<file path="config.mk">
export PLATFORM = sky130hd
export DESIGN_NAME = gerenciador_chamadas_flat
export DESIGN_NICKNAME = d
export VERILOG_FILES = /design/src/rtl/gerenciador_chamadas_if.sv /design/src/rtl/gerenciador_chamadas.sv /design/src/flat_wrapper.sv
export SDC_FILE = /design/constraint.sdc
export NUM_CORES = 1
export LEC_CHECK = 0
export ABC_AREA = 0
export CORE_ASPECT_RATIO = 0.7
export CORE_MARGIN = 5
export CORE_UTILIZATION = 45
export CTS_BUF_LIST = sky130_fd_sc_hd__clkbuf_2 sky130_fd_sc_hd__clkbuf_4 sky130_fd_sc_hd__clkbuf_8
export DETAILED_ROUTE_END_ITERATION = 6
export DONT_BUFFER_PORTS = 1
export HOLD_SLACK_MARGIN = 0.08
export PLACE_DENSITY = 0.56
export SYNTH_ARGS = -nofsm -noshare
export SYNTH_HDL_FRONTEND = slang
export SYNTH_SLANG_ARGS = --single-unit
</file>
<file path="constraint.sdc">
create_clock -name clock -period 4.8 [get_ports clock]
set_input_delay 0.96 -clock clock [delete_from_list [all_inputs] [get_ports clock]]
set_output_delay 0.96 -clock clock [all_outputs]
set_load 0.005 [all_outputs]
</file>
<file path="src/rtl/gerenciador_chamadas_if.sv">
// gerenciador_chamadas_if: call-manager bundle between buttons, movement controller, capacity monitor and the call manager
//   master (call manager): botao_andar, andar_atual, chegada, lotado in;
//                          destino, destino_valido, porta_aberta, chamadas_pendentes, subindo, ocioso out
//   slave  (environment):  mirror image of master
`timescale 1ns/1ps
interface gerenciador_chamadas_if;
    logic [3:0] botao_andar;
    logic [1:0] andar_atual;
    logic       chegada;
    logic       lotado;
    logic [1:0] destino;
    logic       destino_valido;
    logic       porta_aberta;
    logic [3:0] chamadas_pendentes;
    logic       subindo;
    logic       ocioso;
    modport master (
        input  botao_andar, andar_atual, chegada, lotado,
        output destino, destino_valido, porta_aberta, chamadas_pendentes, subindo, ocioso
    );
    modport slave (
        output botao_andar, andar_atual, chegada, lotado,
        input  destino, destino_valido, porta_aberta, chamadas_pendentes, subindo, ocioso
    );
endinterface

</file>
<file path="src/rtl/gerenciador_chamadas.sv">
// gerenciador_chamadas: latches floor calls, picks the next target with a SCAN policy, dispatches it and times the door
//   clock, reset : divided clock, asynchronous active-high reset
//   bus (master) : call buttons, current floor, arrival pulse and full flag in;
//                  target/valid handshake, door, pending calls, direction and idle flag out
`timescale 1ns/1ps
module gerenciador_chamadas #(
    parameter int TEMPO_PORTA = 4,
    parameter int LARG_TEMPO  = 8
) (
    input  logic                   clock,
    input  logic                   reset,
    gerenciador_chamadas_if.master bus
);
    typedef enum logic [1:0] {OCIOSO, ESCOLHE, DESPACHA, PORTA} estado_t;
    localparam logic [LARG_TEMPO-1:0] CARGA = LARG_TEMPO'(TEMPO_PORTA);
    estado_t               estado;
    logic [LARG_TEMPO-1:0] cont;
    logic [3:0]            botao_ant, pend, borda, sel_atual, acima, abaixo, seta, limpa;
    logic [1:0]            destino, alvo_acima, alvo_abaixo;
    logic                  destino_valido, porta_aberta, subindo, ocioso;
    logic                  vai_subir, vai_descer, chegou, reabre;
    always_comb begin
        borda       = bus.botao_andar & ~botao_ant;
        sel_atual   = 4'b0001 << bus.andar_atual;
        acima       = '0;
        abaixo      = '0;
        alvo_acima  = '0;
        alvo_abaixo = '0;
        for (int i = 0; i < 4; i++) begin
            acima[i]  = pend[i] && (2'(i) > bus.andar_atual);
            abaixo[i] = pend[i] && (2'(i) < bus.andar_atual);
        end
        // nearest call above is the lowest set bit, nearest below the highest
        for (int i = 3; i >= 0; i--) if (acima[i]) alvo_acima = 2'(i);
        for (int i = 0; i < 4; i++) if (abaixo[i]) alvo_abaixo = 2'(i);
        // keep the current direction while it has work, reverse only when it runs dry
        vai_subir  = subindo ? |acima : (~|abaixo && |acima);
        vai_descer = subindo ? (~|acima && |abaixo) : |abaixo;
        // a press for the floor whose door is open just keeps the door open
        reabre = (estado == PORTA) && |(borda & sel_atual);
        seta   = (estado == PORTA) ? (borda & ~sel_atual) : borda;
        chegou = (estado == DESPACHA) && bus.chegada && (bus.andar_atual == destino);
        limpa  = chegou ? (4'b0001 << destino) :
                 ((estado == ESCOLHE) && !vai_subir && !vai_descer) ? sel_atual : 4'b0000;
    end
    always_ff @(posedge clock or posedge reset) begin
        if (reset) begin
            estado         <= OCIOSO;
            cont           <= '0;
            botao_ant      <= '0;
            pend           <= '0;
            destino        <= '0;
            destino_valido <= 1'b0;
            porta_aberta   <= 1'b0;
            subindo        <= 1'b1;
            ocioso         <= 1'b1;
        end else begin
            botao_ant <= bus.botao_andar;
            pend      <= (pend | seta) & ~limpa;
            case (estado)
                OCIOSO:
                    if (|pend) begin
                        estado <= ESCOLHE;
                        ocioso <= 1'b0;
                    end
                ESCOLHE:
                    if (vai_subir || vai_descer) begin
                        destino        <= vai_subir ? alvo_acima : alvo_abaixo;
                        subindo        <= vai_subir;
                        destino_valido <= 1'b1;
                        estado         <= DESPACHA;
                    end else if (|(pend & sel_atual)) begin
                        cont         <= CARGA;
                        porta_aberta <= 1'b1;
                        estado       <= PORTA;
                    end else begin
                        estado <= OCIOSO;
                        ocioso <= 1'b1;
                    end
                DESPACHA:
                    if (chegou) begin
                        destino_valido <= 1'b0;
                        porta_aberta   <= 1'b1;
                        cont           <= CARGA;
                        estado         <= PORTA;
                    end
                PORTA:
                    // closing on the 1->0 step keeps the door open exactly TEMPO_PORTA cycles
                    if (reabre) cont <= CARGA;
                    else if (cont > LARG_TEMPO'(1)) cont <= cont - 1'b1;
                    else begin
                        cont <= '0;
                        if (!bus.lotado) begin
                            porta_aberta <= 1'b0;
                            estado       <= |pend ? ESCOLHE : OCIOSO;
                            ocioso       <= ~|pend;
                        end
                    end
                default: estado <= OCIOSO;
            endcase
        end
    end
    assign bus.destino            = destino;
    assign bus.destino_valido     = destino_valido;
    assign bus.porta_aberta       = porta_aberta;
    assign bus.chamadas_pendentes = pend;
    assign bus.subindo            = subindo;
    assign bus.ocioso             = ocioso;
endmodule
</file>
<file path="src/flat_wrapper.sv">
// flat-port wrapper written by rule: the top's interface ports become plain ports
module gerenciador_chamadas_flat 
#(
    parameter int TEMPO_PORTA = 4,
    parameter int LARG_TEMPO  = 8
)
  (clock, reset, bus_botao_andar, bus_andar_atual, bus_chegada, bus_lotado, bus_destino, bus_destino_valido, bus_porta_aberta, bus_chamadas_pendentes, bus_subindo, bus_ocioso);
  gerenciador_chamadas_if bus_i ();
  input  logic clock;
  input  logic reset;
  input wire logic [$bits(bus_i.botao_andar)-1:0] bus_botao_andar;
  input wire logic [$bits(bus_i.andar_atual)-1:0] bus_andar_atual;
  input wire logic [$bits(bus_i.chegada)-1:0] bus_chegada;
  input wire logic [$bits(bus_i.lotado)-1:0] bus_lotado;
  output wire logic [$bits(bus_i.destino)-1:0] bus_destino;
  output wire logic [$bits(bus_i.destino_valido)-1:0] bus_destino_valido;
  output wire logic [$bits(bus_i.porta_aberta)-1:0] bus_porta_aberta;
  output wire logic [$bits(bus_i.chamadas_pendentes)-1:0] bus_chamadas_pendentes;
  output wire logic [$bits(bus_i.subindo)-1:0] bus_subindo;
  output wire logic [$bits(bus_i.ocioso)-1:0] bus_ocioso;
  assign bus_i.botao_andar = bus_botao_andar;
  assign bus_i.andar_atual = bus_andar_atual;
  assign bus_i.chegada = bus_chegada;
  assign bus_i.lotado = bus_lotado;
  assign bus_destino = bus_i.destino;
  assign bus_destino_valido = bus_i.destino_valido;
  assign bus_porta_aberta = bus_i.porta_aberta;
  assign bus_chamadas_pendentes = bus_i.chamadas_pendentes;
  assign bus_subindo = bus_i.subindo;
  assign bus_ocioso = bus_i.ocioso;
  gerenciador_chamadas #(.TEMPO_PORTA(TEMPO_PORTA), .LARG_TEMPO(LARG_TEMPO)) u_core (.clock(clock), .reset(reset), .bus(bus_i));
endmodule
</file>
==> impl_metrics.tcl, run 1 <==
set metrics [dict create \
    dpl.hpwl_mm 2.61 \
    drt_pass1_iterations 4 \
    finalNetCount 173 \
    cell_internal_pwr_mw 0.496 \
    synth_simple_gate_area_share_pct 19.8 \
    critPathBufInv 1 \
    clock-sinks 24 \
    overflow 0 \
    instances_no_fill 198 \
    pin_count_of_the_biggest_net_entering_global_routing 25 \
    placement_rows 17 \
    worst_path_slowest_cell "mux4_2" \
    highest_fanout_seen_on_the_critical_path 14 \
    dp_cells 194 \
    critical_path.cell_chain "inv_2, mux4_2, a311o_1, or3_1, o221ai_1" \
    critical_path.startpoint_type "input pin" \
    worstSetupPathDepth 5 \
    tightestPinTransition_ps 903 \
    crit_path_end_kind "flop" \
    cp_top_family "multiplexers" \
    switching_power_mw 0.315 \
    initial_utilization_pct 46.9 \
    totalNegativeSetupSlack_ps 0 \
    wl_per_cell_um 17.7 \
    fraction_of_synthesized_area_in_multiplexers_pct 4.32 \
    power_leakage_nw 0.627 \
    port-buffer-count 0 \
    power.density_nw_per_um2 520 \
    area_growth_pct 5.50 \
    number_of_fill_cells 303 \
    synth-edff-count 0 \
    async_flop_share_pct 100 \
    first_iter_violations 72 \
    clkSlewWorstSetupHoldPaths_ps 90 \
    antenna_violating_nets_remaining 0 \
    maxCapViolations 0 \
    syn_avg_cell_area_um2 8.96 \
    min_period_over_period_pct 48.4 \
    synth_area_um2 1480 \
    timing_max_transition_violations_final 0 \
    cts-resized-gates 0 \
    hold_buffers 0 \
    outcome "finished clean" \
    grt_usage_pct 16.2 \
    final.min_clock_period_ps 2320 \
    crit_type "in2reg" \
    grt_pass1_vias 1120 \
    worst_ir_drop_vdd_uv 261 \
    core_area_um2 3150 \
    num_io_pins 20 \
    layout-drive-gt1-share_pct 8.13 \
    timing.fmax_mhz 431 \
    synth-compound-area-share_pct 25.8 \
    gp_routability_congestion 0.798 \
    fp.dieW_um 78.5 \
    share_of_synthesized_cell_area_in_full_adder_half_adder_and_majority_cells_pct 1.69 \
    power.share.sequential_pct 41.0 \
    cts-htree-levels 1 \
    post_cts.repair.setup_buffers 0 \
    cts_bufs_inserted 3 \
    drc 0 \
    rsz_0062_raised_after_global_routing "false" \
    clkPwrFrac_pct 22.1 \
    die_area_um2 4550 \
    critPathRequiredTime_ps 4990 \
    vias_per_cell 6.41 \
    wire_length_of_the_first_global_routing_pass_mm 5.81 \
    cts.root.buffer_cell "clkbuf_8" \
    min_path_cells 2 \
    postSynthNetCount 177 \
    synth_xor_area_share_pct 1.19 \
    yosys_warnings 0 \
    hp-class "reg2reg" \
    clk_path_buf_depth 2 \
    route.vias.total 1270 \
    num_antenna_cells 0 \
    number_of_instances_in_the_synthesized_netlist 165 \
    final_wl_mm 3.51 \
    swShare_pct 38.8 \
    worstSkewPairLatency_ps 270 \
    reg2regPathDepth 5 \
    ys_types 51 \
    combinational_family_with_the_most_area_after_synthesis "compound AO/OA/AOI/OAI gates" \
    power.combinational.fraction_pct 36.9 \
    synth.yosys.seq_area_share_pct 40.8 \
    critPathArrivalTime_ps 2520 \
    hold_viol_final 0 \
    height_of_the_chip_um 57.9 \
    clock_tree_from_tritoncts "built" \
    report.final.setup_viol 0 \
    postSynth.topFlopCell "dfrtp_1" \
    grt_antenna_before_repair 0 \
    worst_slew_margin_rel_pct 39.8 \
    synth.ff_latch_count 24 \
    cp_slowest_stage_delay_ps 570 \
    timing.clock.skew_ps 9.40 \
]
==> metal layers <==
metal  up-vias  wire (µm)  track usage, %
li1        601          -               -
met1       608       1670            24.3
met2        57       1460            22.7
met3         4        345            5.43
met4         0         29            2.99
met5         -          0               0
==> cell type report <==
class                   count  area, µm²  area share (%)
clock buffers               3       41.3            2.65
inverters                  15       56.3            3.61
multi-input cells         117        781            50.1
well taps                  38       47.5            3.05
flip-flops and latches     24        603            38.7
clock inverters             1       30.0            1.93
==> worst paths after layout <==
check,end,slack [ps],from
min,u_core.bus.destino_valido,570,u_core.bus.destino_valido
min in group asynchronous,u_core.bus.chamadas_pendentes[1],760,reset
max reg2reg,u_core.estado[0],2630,u_core.cont[4]
max,u_core.cont[5],2480,bus_andar_atual[0]
min reg2reg,u_core.bus.destino_valido,570,u_core.bus.destino_valido
max in group asynchronous,u_core.bus.chamadas_pendentes[3],3480,reset
==> cells by family after synthesis <==
family                     after synthesis
AOI/OAI and AO/OA                       55
adders and majority gates                2
muxes                                    5
xor gates and xnor gates                 2
buffers and inverters                   24
and+or+nand+nor                         53
DFF                                     24
==> Yosys cell counts, types with 3 or more instances <==
| cell type | n | area share (%) |
|---|---|---|
| nor2b_1 | 9 | 3.8 |
| a21oi_1 | 14 | 4.7 |
| buf_2 | 3 | 1.0 |
| nor3_1 | 6 | 2.0 |
| nor2_1 | 7 | 1.8 |
| nand2_1 | 10 | 2.5 |
| nand3_1 | 3 | 1.0 |
| dfrtp_1 | 22 | 37 |
| nor4_1 | 4 | 1.7 |
| o21ai_0 | 9 | 3.0 |
| nand2b_1 | 3 | 1.3 |
| a32o_1 | 4 | 2.7 |
| clkbuf_1 | 6 | 1.5 |
| o22ai_1 | 3 | 1.3 |
| inv_1 | 14 | 3.6 |
| mux2i_1 | 3 | 2.0 |
==> metrics by stage <==
step,setup WS [ps],area [µm²],util [%],total power [mW],hold slack [ps]
detailed placement,2190,1490,47.3,0.632,555
global route,2420,1560,49.5,0.874,593
CTS,2490,1560,49.5,0.815,574
floorplan,2300,1480,-,0.560,518
finish,2480,1560,49.5,0.811,566
global placement,2230,1490,47.3,0.623,554
==> cell usage in the layout, fill, tap and decap left out, types with 2 or more instances in the layout <==
cell       n
a21oi_1   14
a221o_1    2
a22oi_1    2
a311o_1    2
a32o_1     4
clkbuf_8   3
dfrtp_1   22
dfstp_2    2
ha_1       2
inv_1     14
mux2i_1    3
nand2_1   10
nand2b_1   3
nand3_1    3
nor2_1     7
nor2b_1    9
nor3_1     6
nor3b_1    2
nor4_1     4
o21ai_0    9
o21bai_1   2
o221ai_1   2
o22ai_1    3
or3_1      2
xor2_1     2
==> state kept, by name, indices dropped and copies added (netlist names), named ones only <==
register and flops:
u_core.botao_ant 4, u_core.bus.chamadas_pendentes 4, u_core.bus.destino 2, u_core.bus.destino_valido 1, u_core.bus.ocioso 1, u_core.bus.porta_aberta 1
u_core.bus.subindo 1, u_core.cont 8, u_core.estado 1
==> power groups by stage <==
| stage | Clock (mW) | Sequential [mW] | Combinational [mW] |
|---|---|---|---|
| after floorplan | 0 | 0.304 | 0.256 |
| after detailed placement | 0 | 0.337 | 0.295 |
| after global routing | 0.194 | 0.345 | 0.335 |
| after CTS | 0.185 | 0.332 | 0.298 |
| final | 0.179 | 0.332 | 0.299 |
| after global placement | 0 | 0.335 | 0.288 |
==> worst reg2reg max path, stage by stage, from the launching register on <==
cell,delay [ps]
dfrtp_1,410
nor3_1,610
nand2_1,210
nor4b_2,500
nand2_1,110
a21bo_2,230
Note: power is estimated with default switching activity, not from simulation.
==> run 2, diff against run 1 <==
clock period = 2.2 ns   (was 4.8 ns; I/O delays follow)
==> impl_metrics.tcl, run 2 (synthesized netlist as in run 1, its figures left out) <==
set metrics [dict create \
    critPathRequiredTime_ps 2380 \
    placement.setup.worst_slack_ps 176 \
    cp_top_family "simple AND/OR/NAND/NOR gates" \
    grt_pass1_vias 1157 \
    wl_per_cell_um 16.5 \
    worstSkewPairLatency_ps 260 \
    timing.clock.skew_ps 5.45 \
    drt_pass1_iterations 4 \
    gp_routability_congestion 0.805 \
    num_antenna_cells 0 \
    timing_max_transition_violations_final 0 \
    highest_fanout_seen_on_the_critical_path 5 \
    critical_path.cell_chain "inv_1, ha_1, or2_2, a311o_1, or3_1, o221ai_1" \
    cp_slowest_stage_delay_ps 430 \
    critical_path.startpoint_type "flop" \
    clock_tree_from_tritoncts "built" \
    hold_buffers 0 \
    critPathBufInv 1 \
    layout.cells.most_common "dfrtp_1" \
    regToRegSetupSlack_ps 180 \
    hp-class "in2async" \
    power_leakage_nw 0.664 \
    rsz_0062_raised_after_global_routing "false" \
    clkSlewWorstSetupHoldPaths_ps 80 \
    grt_antenna_before_repair 0 \
    critPathArrivalTime_ps 2200 \
    post_cts.repair.setup_buffers 0 \
    tightestPinTransition_ps 394 \
    min_period_over_period_pct 91.7 \
    worst_ir_drop_vdd_uv 524 \
    worst_slew_margin_rel_pct 73.6 \
    first_iter_violations 91 \
    maxCapViolations 0 \
    layout_common_cells "dfrtp_1, inv_1, a21oi_1, nand2_1" \
    finalWorstSetupSlack_ps 182 \
    number_of_fill_cells 310 \
    layout-drive-gt1-share_pct 13.0 \
    initial_utilization_pct 46.9 \
    drc 0 \
    area_growth_pct 8.98 \
    final_wl_mm 3.41 \
    wire_length_of_the_first_global_routing_pass_mm 5.78 \
    core_area_um2 3150 \
    dpl.hpwl_mm 2.63 \
    power.density_nw_per_um2 1070 \
    cts_bufs_inserted 3 \
    crit_path_end_kind "flop" \
    die_area_um2 4550 \
    cts-resized-gates 0 \
    placement_rows 17 \
    flip_flop_count_of_the_largest_register_all_copies_and_words_added 8 \
    cts.root.buffer_cell "clkbuf_8" \
    port-buffer-count 0 \
    outcome "finished clean" \
    totalNegativeSetupSlack_ps 0 \
    final.min_clock_period_ps 2020 \
    report.final.setup_viol 0 \
    fin_hold_ws_ps 104 \
    clk_path_buf_depth 2 \
    largest_register "u_core.cont" \
    cts-htree-levels 1 \
    hold_viol_final 0 \
    finalNetCount 182 \
    route.vias.total 1278 \
    num_io_pins 20 \
    vias_per_cell 6.17 \
    height_of_the_chip_um 57.9 \
    fp.dieW_um 78.5 \
    antenna_violating_nets_remaining 0 \
    worst_path_slowest_cell "dfrtp_1" \
    overflow 0 \
    crit_type "reg2reg" \
    grt_usage_pct 16.1 \
    timing.fmax_mhz 496 \
    clock-sinks 24 \
    post-layout-total-power_mw 1.72 \
    pin_count_of_the_biggest_net_entering_global_routing 25 \
]
==> run 2: cell types whose count changed in the layout (fill, tap and decap cells not counted) <==
cell and change:
buf_4 +9, bufinv_16 -1, clkbuf_8 +1
==> run 2: layout make-up <==
class                      count  area (µm²)  share of cell area [%]
clock buffer                   4        55.1                    3.42
inverter                      15        56.3                    3.50
multi-input combinational    117         781                    48.5
sequential                    24         603                    37.5
tap                           38        47.5                    2.95
timing repair buffer           9        67.6                    4.20
==> run 2: where the power goes <==
| part | switching [mW] | internal [mW] | total [mW] |
|---|---|---|---|
| sequential | 0.148 | 0.568 | 0.716 |
| clock | 0.136 | 0.160 | 0.296 |
| combinational | 0.392 | 0.316 | 0.708 |
==> run 2: stage by stage <==
stage	util, %	cell area [µm²]	std cells
after floorplan	-	1480	165
after global placement	49.4	1560	203
after detailed placement	49.4	1560	203
after CTS	51.2	1610	207
after global routing	51.2	1610	207
final	51.2	1610	207
==> run 2: routing by layer <==
| metal | global-route usage [%] | vias up | share of wire [%] |
|---|---|---|---|
| met2 | 21.0 | 55 | 39 |
| met3 | 5.90 | 6 | 8.0 |
| met1 | 24.4 | 603 | 51 |
| li1 | - | 614 | - |
| met5 | 0 | - | 0 |
| met4 | 4.49 | 0 | 1.7 |
==> run 2: path summary, 6_finish.rpt <==
check / end / from / cells after the start
worst max-delay path: u_core.cont[5] / u_core.cont[0] / 6
worst min-delay path: u_core.bus.chamadas_pendentes[1] / reset / 2
worst max register to register: u_core.cont[5] / u_core.cont[0] / 6
worst min register to register: u_core.bus.destino_valido / u_core.bus.destino_valido / 2
max in group asynchronous: u_core.bus.ocioso / reset / 2
min in group clock: u_core.botao_ant[1] / bus_botao_andar[1] / 0
